`src/rtl/arith_op_initiator.sv`:
```
// Sequential initiator for a combinational signed ALU: accepts one command,
// drives registered operands, captures the result and returns it with status flags.
module arith_op_initiator #(
    parameter int NB_DATA = 16,
    parameter int NB_SEL  = 2,
    parameter int NB_CNT  = 8
) (
    input  logic               i_clk,
    input  logic               i_rst,
    // command front end
    input  logic               i_cmd_valid,
    output logic               o_cmd_ready,
    input  logic [NB_DATA-1:0] i_cmd_a,
    input  logic [NB_DATA-1:0] i_cmd_b,
    input  logic [NB_SEL-1:0]  i_cmd_sel,
    // ALU operand/result interface
    output logic [NB_DATA-1:0] o_alu_a,
    output logic [NB_DATA-1:0] o_alu_b,
    output logic [NB_SEL-1:0]  o_alu_sel,
    input  logic [NB_DATA-1:0] i_alu_c,
    // response back end
    output logic               o_rsp_valid,
    input  logic               i_rsp_ready,
    output logic [NB_DATA-1:0] o_rsp_data,
    output logic [NB_SEL-1:0]  o_rsp_sel,
    output logic               o_rsp_zero,
    output logic               o_rsp_neg,
    output logic               o_rsp_ovf,
    output logic [NB_CNT-1:0]  o_op_count
);

    typedef enum logic [1:0] {
        ST_IDLE = 2'd0,
        ST_EXEC = 2'd1,
        ST_RESP = 2'd2
    } state_t;

    localparam logic [NB_SEL-1:0] SEL_ADD = NB_SEL'(0);
    localparam logic [NB_SEL-1:0] SEL_SUB = NB_SEL'(1);

    state_t               state_q, state_d;
    logic [NB_DATA-1:0]   alu_a_q, alu_a_d;
    logic [NB_DATA-1:0]   alu_b_q, alu_b_d;
    logic [NB_SEL-1:0]    alu_sel_q, alu_sel_d;
    logic                 rsp_valid_q, rsp_valid_d;
    logic [NB_DATA-1:0]   rsp_data_q, rsp_data_d;
    logic [NB_SEL-1:0]    rsp_sel_q, rsp_sel_d;
    logic                 rsp_zero_q, rsp_zero_d;
    logic                 rsp_neg_q, rsp_neg_d;
    logic                 rsp_ovf_q, rsp_ovf_d;
    logic [NB_CNT-1:0]    count_q, count_d;

    logic                 a_msb, b_msb, c_msb;
    logic                 ovf_now;
    logic                 cmd_ready;

    assign a_msb = alu_a_q[NB_DATA-1];
    assign b_msb = alu_b_q[NB_DATA-1];
    assign c_msb = i_alu_c[NB_DATA-1];

    // Signed overflow from operand/result sign bits; logic ops never overflow.
    always_comb begin
        ovf_now = 1'b0;
        case (alu_sel_q)
            SEL_ADD: ovf_now = (a_msb == b_msb) && (c_msb != a_msb);
            SEL_SUB: ovf_now = (a_msb != b_msb) && (c_msb != a_msb);
            default: ovf_now = 1'b0;
        endcase
    end

    // Ready is withheld while reset is asserted so nothing is offered mid-reset.
    assign cmd_ready = (state_q == ST_IDLE) && !i_rst;

    always_comb begin
        state_d     = state_q;
        alu_a_d     = alu_a_q;
        alu_b_d     = alu_b_q;
        alu_sel_d   = alu_sel_q;
        rsp_valid_d = rsp_valid_q;
        rsp_data_d  = rsp_data_q;
        rsp_sel_d   = rsp_sel_q;
        rsp_zero_d  = rsp_zero_q;
        rsp_neg_d   = rsp_neg_q;
        rsp_ovf_d   = rsp_ovf_q;
        count_d     = count_q;

        case (state_q)
            ST_IDLE: begin
                if (i_cmd_valid) begin
                    alu_a_d   = i_cmd_a;
                    alu_b_d   = i_cmd_b;
                    alu_sel_d = i_cmd_sel;
                    state_d   = ST_EXEC;
                end
            end
            ST_EXEC: begin
                rsp_data_d  = i_alu_c;
                rsp_sel_d   = alu_sel_q;
                rsp_zero_d  = (i_alu_c == '0);
                rsp_neg_d   = c_msb;
                rsp_ovf_d   = ovf_now;
                rsp_valid_d = 1'b1;
                state_d     = ST_RESP;
            end
            ST_RESP: begin
                if (i_rsp_ready) begin
                    rsp_valid_d = 1'b0;
                    count_d     = count_q + NB_CNT'(1);
                    state_d     = ST_IDLE;
                end
            end
            default: state_d = ST_IDLE;
        endcase
    end

    always_ff @(posedge i_clk or posedge i_rst) begin
        if (i_rst) begin
            state_q     <= ST_IDLE;
            alu_a_q     <= '0;
            alu_b_q     <= '0;
            alu_sel_q   <= '0;
            rsp_valid_q <= 1'b0;
            rsp_data_q  <= '0;
            rsp_sel_q   <= '0;
            rsp_zero_q  <= 1'b0;
            rsp_neg_q   <= 1'b0;
            rsp_ovf_q   <= 1'b0;
            count_q     <= '0;
        end else begin
            state_q     <= state_d;
            alu_a_q     <= alu_a_d;
            alu_b_q     <= alu_b_d;
            alu_sel_q   <= alu_sel_d;
            rsp_valid_q <= rsp_valid_d;
            rsp_data_q  <= rsp_data_d;
            rsp_sel_q   <= rsp_sel_d;
            rsp_zero_q  <= rsp_zero_d;
            rsp_neg_q   <= rsp_neg_d;
            rsp_ovf_q   <= rsp_ovf_d;
            count_q     <= count_d;
        end
    end

    assign o_cmd_ready = cmd_ready;
    assign o_alu_a     = alu_a_q;
    assign o_alu_b     = alu_b_q;
    assign o_alu_sel   = alu_sel_q;
    assign o_rsp_valid = rsp_valid_q;
    assign o_rsp_data  = rsp_data_q;
    assign o_rsp_sel   = rsp_sel_q;
    assign o_rsp_zero  = rsp_zero_q;
    assign o_rsp_neg   = rsp_neg_q;
    assign o_rsp_ovf   = rsp_ovf_q;
    assign o_op_count  = count_q;

endmodule

```
`config.mk`:
```
export PLATFORM = sky130hd
export DESIGN_NAME = arith_op_initiator
export DESIGN_NICKNAME = d
export VERILOG_FILES = /design/src/rtl/arith_op_initiator.sv
export SDC_FILE = /design/constraint.sdc
export NUM_CORES = 1
export LEC_CHECK = 0
export BUFFER_PORTS_ARGS = -buffer_cell sky130_fd_sc_hd__clkbuf_2
export CAP_MARGIN = 20
export CORE_MARGIN = 3
export CORE_UTILIZATION = 40
export DETAILED_ROUTE_END_ITERATION = 8
export PLACE_DENSITY = 0.81
export SLEW_MARGIN = 15
export SYNTH_ARGS = -nofsm -noshare
export SYNTH_HDL_FRONTEND = slang
export SYNTH_SLANG_ARGS = --single-unit
```
`constraint.sdc`:
```
create_clock -name i_clk -period 4.1 [get_ports i_clk]
set_input_delay 0 -clock i_clk [delete_from_list [all_inputs] [get_ports i_clk]]
set_output_delay 0 -clock i_clk [all_outputs]
set_load 0.02 [all_outputs]
```
==> flow_metrics.tcl <==
set metrics [dict create \
    slew_viol_final 0 \
    post-route-period-util 0.387 \
    placement.io_buffers 118 \
    gp_routability_congestion 0.730 \
    worst_hold_path.num_cells 3 \
    dr.first_iter.drc_count 54 \
    hold_violation_count_in_the_final_report 0 \
    run_status "complete, no violations" \
    report.final.setup_viol 0 \
    dieHeight_um 86.1 \
    power.density_cell_area_nw_per_um2 747 \
    rr_worst_depth 2 \
    grt_overflow_total 0 \
    drive_above_1_share 0.448 \
    postCtsResizedCells 0 \
    syn-mean-instance-area_um2 12.7 \
    routed_wirelength_um 6410 \
    ioPinCount 119 \
    worstReg2RegStart "state_q[1]" \
    first_pass_iters 4 \
    post-route-util 0.648 \
    sequentialPowerShare 0.386 \
    cts-root-to-sink-buffers 2 \
    timing.critical_path.arrival_ns 1.74 \
    timing_worst_setup_path_type "reg -> reg" \
    synth_warnings 0 \
    critical_path.reg2reg.endpoint "o_rsp_zero" \
    final.min_clock_period_ns 1.59 \
    cts_inserted_buffers 9 \
    worstSetupStartpointType "flop" \
    post_cts.repair.setup_buffers 0 \
    power_switching_mw 1.16 \
    cts_hold_buf 52 \
    coreArea_um2 6060 \
    timing.reg2reg.setup_slack_ns 2.51 \
    dpl_cell_area_um2 3200 \
    worst_slew_pin_slew_ns 0.881 \
    ir_worst_vdd_mv 0.394 \
    clkPwrFrac 0.187 \
    grt_start_max_net_pins 38 \
    p_comb_frac 0.427 \
    highest_net_fanout_along_the_worst_path 23 \
    synthesis_to_finish_area_growth_pct 53.3 \
    final_worst_clock_skew_ns 0.0113 \
    netlist_area_before_placement_um2 2560 \
    synth.yosys.seq_area_share 0.634 \
    post_synth_num_cell_types 24 \
    hold_class "in -> reg" \
    numClockSinks 65 \
    timing.critical_path.required_ns 4.25 \
    insertion_delay_ns 0.32 \
    place.detailed.hpwl_um 3910 \
    number_of_global_route_vias_before_repair 2208 \
    synthCells 202 \
    type_of_destination_of_the_critical_path "flop" \
    insertedDiodeCount 0 \
    die_area_um2 7410 \
    initial_core_util 0.423 \
    hold_path.startpoint "i_cmd_valid" \
    num_vias 2136 \
    drcViolationCount 0 \
    mappedNetlistNets 257 \
    routed_vias_inst 4.67 \
    max_freq_ghz 0.630 \
    antenna_found_initial 0 \
    nNetsFinal 432 \
    floorplan.die.width_um 86.1 \
    setup_repair_after_global_routing_missed_its_margin "false" \
    power_report.internal_total_mw 1.78 \
    cts_max_level 3 \
    setup_tns_ns 0 \
    ys_ff_latch 65 \
    grt_use_total 0.180 \
    first_pass_grt_wire_length_um 10400 \
    netSwitchingFraction 0.396 \
    nFillCells 484 \
    final_design_area_no_fill_um2 3930 \
    drt.antenna.violating_nets 0 \
    p_leak_nw 2.01 \
    std_cell_rows 28 \
    worst_setup_hold_path_clk_slew_ns 0.07 \
    max-cap-violations 0 \
    cts_tree "yes" \
    wl_per_cell_um 14.0 \
    cts_root_buf "clkbuf_8" \
    timing.max_slew.rel_slack 0.413 \
    worst_hold_path.endpoint "state_q[0]" \
]
[critical path, cell delays in order (launching register included)]
cell      delay (ns)
dfrtp_1         0.46
nand2b_1        0.72
o21ai_0         0.23
[synth_stat cells]
master | n | area (um^2)
nor3_1 | 1 | 5.00
and3b_1 | 1 | 8.76
buf_4 | 2 | 15.0
nor4_1 | 4 | 25.0
nand2_1 | 58 | 218
and4_1 | 1 | 8.76
xor2_1 | 2 | 17.5
dfrtp_1 | 65 | 1630
nand2b_1 | 2 | 12.5
ha_1 | 1 | 12.5
nand4_1 | 4 | 25.0
nor2b_1 | 1 | 6.26
mux2i_1 | 1 | 10.0
buf_6 | 3 | 33.8
o21ai_0 | 3 | 15.0
buf_2 | 4 | 20.0
and3_1 | 2 | 12.5
mux2_2 | 34 | 383
mux2_1 | 1 | 11.3
nor3b_1 | 2 | 15.0
nor2_1 | 2 | 7.51
inv_1 | 1 | 3.75
xnor2_1 | 6 | 52.6
nor3b_4 | 1 | 18.8
[power groups by stage]
stage | combinational, mW | sequential (mW) | clock, mW
6_report | 1.25 | 1.13 | 0.549
5_1_grt | 1.35 | 1.17 | 0.600
4_1_cts | 1.26 | 1.13 | 0.569
3_5_place_dp | 1.22 | 1.14 | 0
3_3_place_gp | 1.19 | 1.13 | 0
2_1_floorplan | 0.475 | 1.47 | 0
[worst max path at each step]
stage                     from          end  slack [ns]  depth (start not counted)
CTS                 state_q[0]   o_alu_a[4]        2.50                          3
floorplan                i_rst   o_alu_a[0]        2.47                          1
global route        state_q[1]   o_rsp_zero        2.39                          2
finish              state_q[1]   o_rsp_zero        2.51                          2
detailed placement  state_q[0]   o_alu_a[4]        2.52                          3
global placement    state_q[0]  o_alu_b[10]        2.56                          3
[cell usage in the layout, fill, tap and decap left out, types with 2 or more instances in the layout]
master | synthesis | routed
nand4_1 | 4 | 4
nor2_1 | 2 | 2
dlygate4sd3_1 | 0 | 52
buf_4 | 2 | 3
clkbuf_8 | 0 | 12
nor3b_1 | 2 | 2
mux2_2 | 34 | 34
nor4_1 | 4 | 4
nand2b_1 | 2 | 2
clkbuf_1 | 0 | 2
dfrtp_1 | 65 | 65
xor2_1 | 2 | 2
clkbuf_2 | 0 | 118
o21ai_0 | 3 | 3
and3_1 | 2 | 2
nand2_1 | 58 | 58
xnor2_1 | 6 | 6
[kinds of logic (layout without fill, tap and decap cells)]
family	after synthesis	count (layout)	share of synthesized area
buf+inv	10	190	0.0283
xor+xnor	8	8	0.0273
fa+ha+maj	1	1	0.00488
simple gates	79	79	0.142
flops	65	65	0.634
mux	36	36	0.158
compound gates	3	3	0.00585
[layout make-up]
class	count	area (um^2)	share of cell area
sequential	65	1630	0.414
timing repair buffer	173	1130	0.288
multi-input combinational	127	865	0.220
clock buffer	14	173	0.0439
tap	75	93.8	0.0239
clock inverter	2	35.0	0.00891
inverter	1	3.75	0.000955
[metal layers]
layer	routed length [um]	vias up	GRT usage
li1	-	1030	-
met1	2490	1027	0.205
met2	3470	75	0.324
met3	415	4	0.0423
met4	34	0	0.0719
met5	0	-	0
[state kept, by name (all words and copies together) (netlist names)]
| name | count |
|---|---|
| o_rsp_ovf | 1 |
| o_rsp_zero | 1 |
| state_q | 2 |
| o_rsp_sel | 2 |
| o_rsp_valid | 1 |
| o_op_count | 8 |
| o_alu_b | 16 |
| o_rsp_data | 16 |
| o_alu_sel | 2 |
| o_alu_a | 16 |
[metrics by stage]
| step | cells | setup WS [ns] | hold WS, ns | total power [mW] |
|---|---|---|---|---|
| 2_1_floorplan | 202 | 2.47 | 0.0795 | 1.94 |
| 3_3_place_gp | 389 | 2.56 | 0.101 | 2.32 |
| 3_5_place_dp | 389 | 2.52 | 0.105 | 2.36 |
| 4_1_cts | 457 | 2.50 | 0.253 | 2.96 |
| 5_1_grt | 457 | 2.39 | 0.255 | 3.12 |
| 6_report | 457 | 2.51 | 0.266 | 2.94 |
No activity file was read; power rests on OpenSTA's default activity.
